==> src/rtl/control_sequencer.sv <==
// rtl/control_sequencer.sv - hardwired fetch/decode/execute strobe sequencer for the bus datapath
//
// Purpose: steps through T0..T5 (plus a terminal HALT step) and decodes the
// registered step together with the live IR value into one set of datapath
// control strobes per clock.
//
// Ports:
//   clk        system clock, rising edge
//   reset      synchronous, active-high; forces step to T0 and all outputs to 0
//   IR         current instruction register value (opcode/Ra/Rb/Rc fields)
//   PCin..OUTPUTin, Read/Write     register load and memory strobes
//   INPUTout..BAout                bus drive selects
//   GPRin / GPRout                 one-hot register-file write enable / bus drive
//   ADD..IncPC                     ALU operation, at most one high
//   halted                         high while parked in HALT
module control_sequencer #(
  parameter int BITS      = 32,
  parameter int REGISTERS = 16
) (
  input  logic                 clk,
  input  logic                 reset,
  input  logic [BITS-1:0]      IR,
  output logic                 PCin,
  output logic                 IRin,
  output logic                 RYin,
  output logic                 RZin,
  output logic                 MARin,
  output logic                 HILOin,
  output logic                 MDRin,
  output logic                 OUTPUTin,
  output logic                 Read,
  output logic                 Write,
  output logic                 INPUTout,
  output logic                 MDRout,
  output logic                 HILOout,
  output logic                 RZout,
  output logic                 PCout,
  output logic                 BAout,
  output logic [REGISTERS-1:0] GPRin,
  output logic [REGISTERS-1:0] GPRout,
  output logic                 ADD,
  output logic                 SUB,
  output logic                 MUL,
  output logic                 DIV,
  output logic                 SHR,
  output logic                 SHL,
  output logic                 ROR,
  output logic                 ROL,
  output logic                 AND,
  output logic                 OR,
  output logic                 NEGATE,
  output logic                 NOT,
  output logic                 IncPC,
  output logic                 halted
);

  typedef enum logic [2:0] {
    T0   = 3'd0,
    T1   = 3'd1,
    T2   = 3'd2,
    T3   = 3'd3,
    T4   = 3'd4,
    T5   = 3'd5,
    HALT = 3'd6
  } step_t;

  localparam logic [4:0] OP_MUL  = 5'b01000;
  localparam logic [4:0] OP_DIV  = 5'b01001;
  localparam logic [4:0] OP_NEG  = 5'b01010;
  localparam logic [4:0] OP_NOT  = 5'b01011;
  localparam logic [4:0] OP_LD   = 5'b01100;
  localparam logic [4:0] OP_ST   = 5'b01101;
  localparam logic [4:0] OP_IN   = 5'b01110;
  localparam logic [4:0] OP_OUT  = 5'b01111;
  localparam logic [4:0] OP_MFLO = 5'b10000;
  localparam logic [4:0] OP_HALT = 5'b11111;

  step_t step_q, step_d;

  logic [4:0] opcode;
  logic [3:0] ra, rb, rc;
  logic       is_alu3, is_unary, is_muldiv;
  logic       unused_ir;

  assign opcode = IR[31:27];
  assign ra     = IR[26:23];
  assign rb     = IR[22:19];
  assign rc     = IR[18:15];

  // add..rol occupy 00000..00111, so the top two opcode bits classify them.
  assign is_alu3   = (opcode[4:3] == 2'b00);
  assign is_unary  = (opcode == OP_NEG) || (opcode == OP_NOT);
  assign is_muldiv = (opcode == OP_MUL) || (opcode == OP_DIV);

  // Low IR bits carry immediates this sequencer never looks at.
  assign unused_ir = ^(IR & ~BITS'(32'hFFFF_8000));

  function automatic logic [REGISTERS-1:0] reg_sel(input logic [3:0] idx);
    reg_sel = {{(REGISTERS-1){1'b0}}, 1'b1} << idx;
  endfunction

  always_ff @(posedge clk) begin
    if (reset) begin
      step_q <= T0;
    end else begin
      step_q <= step_d;
    end
  end

  always_comb begin
    step_d   = T0;
    PCin     = 1'b0;
    IRin     = 1'b0;
    RYin     = 1'b0;
    RZin     = 1'b0;
    MARin    = 1'b0;
    HILOin   = 1'b0;
    MDRin    = 1'b0;
    OUTPUTin = 1'b0;
    Read     = 1'b0;
    Write    = 1'b0;
    INPUTout = 1'b0;
    MDRout   = 1'b0;
    HILOout  = 1'b0;
    RZout    = 1'b0;
    PCout    = 1'b0;
    BAout    = 1'b0;
    GPRin    = '0;
    GPRout   = '0;
    ADD      = 1'b0;
    SUB      = 1'b0;
    MUL      = 1'b0;
    DIV      = 1'b0;
    SHR      = 1'b0;
    SHL      = 1'b0;
    ROR      = 1'b0;
    ROL      = 1'b0;
    AND      = 1'b0;
    OR       = 1'b0;
    NEGATE   = 1'b0;
    NOT      = 1'b0;
    IncPC    = 1'b0;
    halted   = 1'b0;

    // Reset gates the strobes combinationally so an aborted instruction
    // cannot emit its current step even in the cycle reset is first seen.
    if (!reset) begin
      case (step_q)
        T0: begin
          PCout  = 1'b1;
          MARin  = 1'b1;
          IncPC  = 1'b1;
          RZin   = 1'b1;
          step_d = T1;
        end

        T1: begin
          RZout  = 1'b1;
          PCin   = 1'b1;
          Read   = 1'b1;
          MDRin  = 1'b1;
          step_d = T2;
        end

        T2: begin
          MDRout = 1'b1;
          IRin   = 1'b1;
          step_d = T3;
        end

        T3: begin
          if (is_alu3) begin
            GPRout = reg_sel(rb);
            RYin   = 1'b1;
            step_d = T4;
          end else if (is_unary) begin
            GPRout = reg_sel(rb);
            NEGATE = (opcode == OP_NEG);
            NOT    = (opcode == OP_NOT);
            RZin   = 1'b1;
            step_d = T4;
          end else if (is_muldiv) begin
            GPRout = reg_sel(ra);
            RYin   = 1'b1;
            step_d = T4;
          end else begin
            case (opcode)
              OP_LD, OP_ST: begin
                // BAout marks R0 as a base-address operand (reads as zero).
                GPRout = reg_sel(rb);
                MARin  = 1'b1;
                BAout  = (rb == 4'd0);
                step_d = T4;
              end
              OP_IN: begin
                INPUTout = 1'b1;
                GPRin    = reg_sel(ra);
              end
              OP_OUT: begin
                GPRout   = reg_sel(ra);
                OUTPUTin = 1'b1;
              end
              OP_MFLO: begin
                HILOout = 1'b1;
                GPRin   = reg_sel(ra);
              end
              OP_HALT: step_d = HALT;
              default: step_d = T0;
            endcase
          end
        end

        T4: begin
          if (is_alu3) begin
            GPRout = reg_sel(rc);
            RZin   = 1'b1;
            step_d = T5;
            case (opcode[2:0])
              3'd0:    ADD = 1'b1;
              3'd1:    SUB = 1'b1;
              3'd2:    AND = 1'b1;
              3'd3:    OR  = 1'b1;
              3'd4:    SHR = 1'b1;
              3'd5:    SHL = 1'b1;
              3'd6:    ROR = 1'b1;
              default: ROL = 1'b1;
            endcase
          end else if (is_unary) begin
            RZout = 1'b1;
            GPRin = reg_sel(ra);
          end else if (is_muldiv) begin
            GPRout = reg_sel(rb);
            MUL    = (opcode == OP_MUL);
            DIV    = (opcode == OP_DIV);
            RZin   = 1'b1;
            step_d = T5;
          end else if (opcode == OP_LD) begin
            Read   = 1'b1;
            MDRin  = 1'b1;
            step_d = T5;
          end else if (opcode == OP_ST) begin
            // MDR loads from the bus here, so the memory read stays off.
            GPRout = reg_sel(ra);
            MDRin  = 1'b1;
            step_d = T5;
          end
        end

        T5: begin
          if (is_alu3) begin
            RZout = 1'b1;
            GPRin = reg_sel(ra);
          end else if (is_muldiv) begin
            RZout  = 1'b1;
            HILOin = 1'b1;
          end else if (opcode == OP_LD) begin
            MDRout = 1'b1;
            GPRin  = reg_sel(ra);
          end else if (opcode == OP_ST) begin
            Write = 1'b1;
          end
        end

        HALT: begin
          halted = 1'b1;
          step_d = HALT;
        end

        default: step_d = T0;
      endcase
    end
  end

endmodule
==> config.mk <==
export PLATFORM = sky130hd
export DESIGN_NAME = control_sequencer
export DESIGN_NICKNAME = d
export VERILOG_FILES = /design/src/rtl/control_sequencer.sv
export SDC_FILE = /design/constraint.sdc
export NUM_CORES = 1
export LEC_CHECK = 0
export CAP_MARGIN = 10
export CORE_MARGIN = 1
export CORE_UTILIZATION = 60
export DETAILED_ROUTE_END_ITERATION = 12
export DONT_BUFFER_PORTS = 1
export PLACE_DENSITY = 0.81
export SKIP_CTS_REPAIR_TIMING = 1
export SYNTH_ARGS = -nofsm -noshare
export SYNTH_HDL_FRONTEND = slang
export SYNTH_SLANG_ARGS = --single-unit
==> constraint.sdc <==
create_clock -name clk -period 1.66 [get_ports clk]
set_input_delay 0 -clock clk [delete_from_list [all_inputs] [get_ports clk]]
set_output_delay 0 -clock clk [all_outputs]
set_load 0.02 [all_outputs]
==> results_dict.tcl, run 1 <==
set metrics [dict create \
    status "aborted with a tool error" \
    lastStage "5_1_grt" \
    error "[ERROR DPL-0038] Utilization greater than 100%, impossible to legalize" \
    die_h_um 52.98 \
    clockBufferDepth 2 \
    io_buffers 0 \
    gp_congestion 1.086 \
    ys_async_sr_fraction_pct 0 \
    synth-edff-count 0 \
    dpl_cell_area_sq_um 2076 \
    worstEndpointType "primary output" \
    numCtsBuffers 3 \
    synth_area_sq_um 1559 \
    crit_endpoint "GPRin[14]" \
    die_x_um 52.98 \
    yosysUniqueCellTypes 54 \
    htree_levels 1 \
    cts.sinks 3 \
    synth_seq_area_share_pct 3.852 \
    syn_inst 251 \
    synth-seq-cells 3 \
    synth_area_per_cell_sq_um 6.211 \
    hpwl_mm 4.459 \
    syn_nets 285 \
    io_pins 96 \
    synthFlopType "dfxtp_1" \
    yosys_warnings 0 \
    root_buffer "clkbuf_4" \
    grt_max_degree 23 \
    start_util_pct 63.51 \
    num_rows 18 \
]
[cells by family after synthesis]
family	after synthesis	share of synthesized area, %
and+or+nand+nor	161	56.66
AOI/OAI and AO/OA	61	31.94
buffers and inverters	24	6.340
DFF	3	3.852
xor gates and xnor gates	1	0.5619
muxes	1	0.6421
[cells in the mapped netlist (3+ instances only)]
cell type / number / area [sq um]
nor2_1: 45 / 168.9
nand2_1: 26 / 97.59
clkbuf_1: 15 / 56.30
o221ai_1: 14 / 122.6
nand2b_1: 12 / 75.07
nor2b_1: 11 / 68.82
nor3_1: 11 / 55.05
nor4_1: 10 / 62.56
o21ai_1: 8 / 40.04
a222oi_1: 7 / 70.07
a21oi_1: 6 / 30.03
a221oi_1: 5 / 43.79
and2_1: 5 / 31.28
nand3_1: 5 / 25.02
or3_1: 5 / 31.28
a211oi_1: 4 / 30.03
buf_2: 4 / 20.02
nand3b_1: 4 / 30.03
dfxtp_1: 3 / 60.06
inv_1: 3 / 11.26
nor4b_1: 3 / 26.28
or2_2: 3 / 18.77
or4bb_1: 3 / 33.78
[per-stage QoR]
step                worst slack, ns  instances  hold WS [ns]
floorplan                   -0.1518        251       0.05227
global placement            0.02494        326       0.07621
detailed placement         -0.03763        326       0.07573
CTS                         -0.3012        330       -0.1790
==> run 2: changes to the inputs <==
--- a/config.mk
+++ b/config.mk
@@ -7,10 +7,10 @@
 export LEC_CHECK = 0
 export CAP_MARGIN = 10
 export CORE_MARGIN = 1
-export CORE_UTILIZATION = 60
+export CORE_UTILIZATION = 40
 export DETAILED_ROUTE_END_ITERATION = 12
 export DONT_BUFFER_PORTS = 1
-export PLACE_DENSITY = 0.81
+export PLACE_DENSITY_LB_ADDON = 0.15
 export SKIP_CTS_REPAIR_TIMING = 1
 export SYNTH_ARGS = -nofsm -noshare
 export SYNTH_HDL_FRONTEND = slang
==> run 2 against run 1 <==
Against the previous run: the flow now finishes, with violations (negative setup slack); area after synthesis unchanged; synthesized cell count unchanged.
==> results_dict.tcl, run 2 <==
set metrics [dict create \
    grt_overflow 0 \
    stdcell_area_sq_um 2328 \
    synth-seq-cells 3 \
    fillCellCount 384 \
    grt_max_degree 23 \
    violations "negative setup slack" \
    leakage_nw 0.7631 \
    top_regs "step_q: 3 flops" \
    clockBufferDepth 2 \
    routedWlPerCell_um 18.09 \
    fin_cells 354 \
    critPathKind "reg2out" \
    drcViolationCount 0 \
    yosysUniqueCellTypes 54 \
    syn_inst 251 \
    diodes 0 \
    use_met1_pct 42.74 \
    nets 341 \
    synth_area_per_cell_sq_um 6.211 \
    num_rows 22 \
    tightest_slew_ns 0.5998 \
    rr_worst_depth 4 \
    grt_pass1_wl_mm 10.07 \
    synth-edff-count 0 \
    worstReg2RegStart "step_q[1]$_SDFF_PP0_" \
    htree_levels 1 \
    min_period_ns 1.873 \
    syn_nets 285 \
    io_buffers 0 \
    status "finished, violations left" \
    hold_path_class "in2reg" \
    synth_area_sq_um 1559 \
    slew_violations 0 \
    die_x_um 64.43 \
    layout_commonest_cell "buf_4" \
    largest-register "step_q" \
    layout-drive-gt1-share_pct 35.62 \
    synthTopCellsByArea "nor2_1 (11%), o221ai_1 (7.9%), nand2_1 (6.3%), nand2b_1 (4.8%), a222oi_1 (4.5%)" \
    area_growth_pct 49.36 \
    critPathMaxFanout 13 \
    yosys_warnings 0 \
    dpl_cell_area_sq_um 2136 \
    regToRegSetupSlack_ns 0.64 \
    setup_viol 35 \
    dr_total_vias 2284 \
    ys_async_sr_fraction_pct 0 \
    dp_cells 349 \
    synth_xor_area_share_pct 0.5618 \
    start_util_pct 42.27 \
    core_area_sq_um 3689 \
    skew_ns 0.003181 \
    synth-adder-area-share_pct 0 \
    yosysTopAreaCellShare_pct 10.83 \
    rsz0062_at_grt "true" \
    holdCritStartpoint "IR[31]" \
    final.period_utilization_pct 112.8 \
    finalHoldViolations 0 \
    top_usage_layer "met2" \
    synth_top_family_by_area "simple AND/OR/NAND/NOR gates" \
    wirelength_mm 6.403 \
    synthMostInstantiatedCell "nor2_1" \
    cp.arrival_ns 1.87 \
    grt_usage_pct 30.44 \
    numCtsBuffers 3 \
    max_slew_margin_pct 59.45 \
    holdPathStages 3 \
    largest_reg_flops 3 \
    max_cap_viol_count 0 \
    grt_pass1_vias 1994 \
    gp_congestion 1.029 \
    clk_pin_slew_ns 0.03 \
    final_antenna_net_count 0 \
    crit_path_start_kind "register" \
    routed_via_density 6.452 \
    layout_common_cells "buf_4 (67), nor2_1 (42), nand2_1 (26)" \
    use_met2_pct 47.89 \
    io_pins 96 \
    synth_top_area_cell "nor2_1" \
    reg2reg_to "step_q[1]$_SDFF_PP0_" \
    cts.sinks 3 \
    synth_mux_area_share_pct 0.6421 \
    die_h_um 64.43 \
    tritoncts "built" \
    synthFlopType "dfxtp_1" \
    hpwl_mm 4.772 \
    synthSimpleGateAreaFrac_pct 56.66 \
    root_buffer "clkbuf_8" \
    hold_slack_ns 0.04442 \
    end_kind "output port" \
    pre_cts_ws_ns -0.008817 \
    clk_latency_ns 0.22 \
    grt_antenna_before_repair 0 \
    p_per_area_nw_per_um2 245.2 \
    drt_iter0_drc 160 \
    fmax_mhz 533.9 \
    ir_worst_vdd_v 0.0006257 \
    synth_seq_area_share_pct 3.852 \
    dieArea_sq_um 4151 \
    grt.met3_usage_pct 5.282 \
    drt_first_pass_iters 4 \
    synth_compound_area_share_pct 31.94 \
    netlist_top_cells_count "nor2_1 (45), nand2_1 (26), clkbuf_1 (15)" \
    min_delay_worst_endpoint "step_q[0]$_SDFF_PP0_" \
    required_ns 1.66 \
    utilization_pct 63.13 \
    setup_ws_ns -0.2130 \
]
[run 2: layout make-up]
cell class                 count  area [sq um]  area share [%]
sequential                     3         66.31           2.848
inverter                       4         15.01          0.6448
timing repair buffer          71         555.5           23.86
multi-input combinational    224          1587           68.14
clock buffer                   4         45.04           1.934
tap                           48         60.06           2.579
[run 2: where the power goes]
part / switching [mW] / internal (mW) / total, mW
Sequential: 0.00655 / 0.0778 / 0.0844
Clock: 0.0515 / 0.164 / 0.216
Combinational: 0.164 / 0.107 / 0.271
Total: 0.222 / 0.349 / 0.571
[run 2: worst max path at each step]
stage                         start          to  slack (ns)  depth (start not counted)
2_1_floorplan  step_q[2]$_SDFF_PP0_         DIV       -0.15                          3
3_3_place_gp   step_q[0]$_SDFF_PP0_    GPRin[9]        0.03                          6
3_5_place_dp   step_q[0]$_SDFF_PP0_    GPRin[9]      -0.009                          6
4_1_cts        step_q[0]$_SDFF_PP0_    GPRin[9]       -0.25                          6
5_1_grt        step_q[2]$_SDFF_PP0_  GPRout[14]       -0.28                          5
6_report       step_q[0]$_SDFF_PP0_   GPRout[9]       -0.21                          5
[run 2: kinds of logic (layout without fill, tap and decap cells)]
group                  Yosys count  after routing
AND/OR/NAND/NOR                161            161
AO/OA/AOI/OAI                   61             61
buffers and inverters           24             79
flip-flops                       3              3
XOR/XNOR                         1              1
multiplexers                     1              1
[run 2: worst max-delay path, stage by stage, from the launching register on]
cell and delay (ns):
dfxtp_4 0.35, or4b_1 0.56, buf_4 0.21, buf_12 0.16, o221ai_1 0.18, buf_4 0.18
[run 2: metal layers]
layer,vias up,part of all wire (%)
met1,1056,43
met2,141,46
li1,1078,-
met3,9,10
met4,0,1.0
met5,-,0
[run 2: metrics by stage]
step                 TNS, ns  total power, mW
floorplan             -1.037           0.2895
global placement           0           0.3324
detailed placement  -0.01329           0.3336
CTS                   -6.644           0.5500
global route          -7.499           0.6029
finish                -5.094           0.5709
No activity file was read; power rests on OpenSTA's default activity.
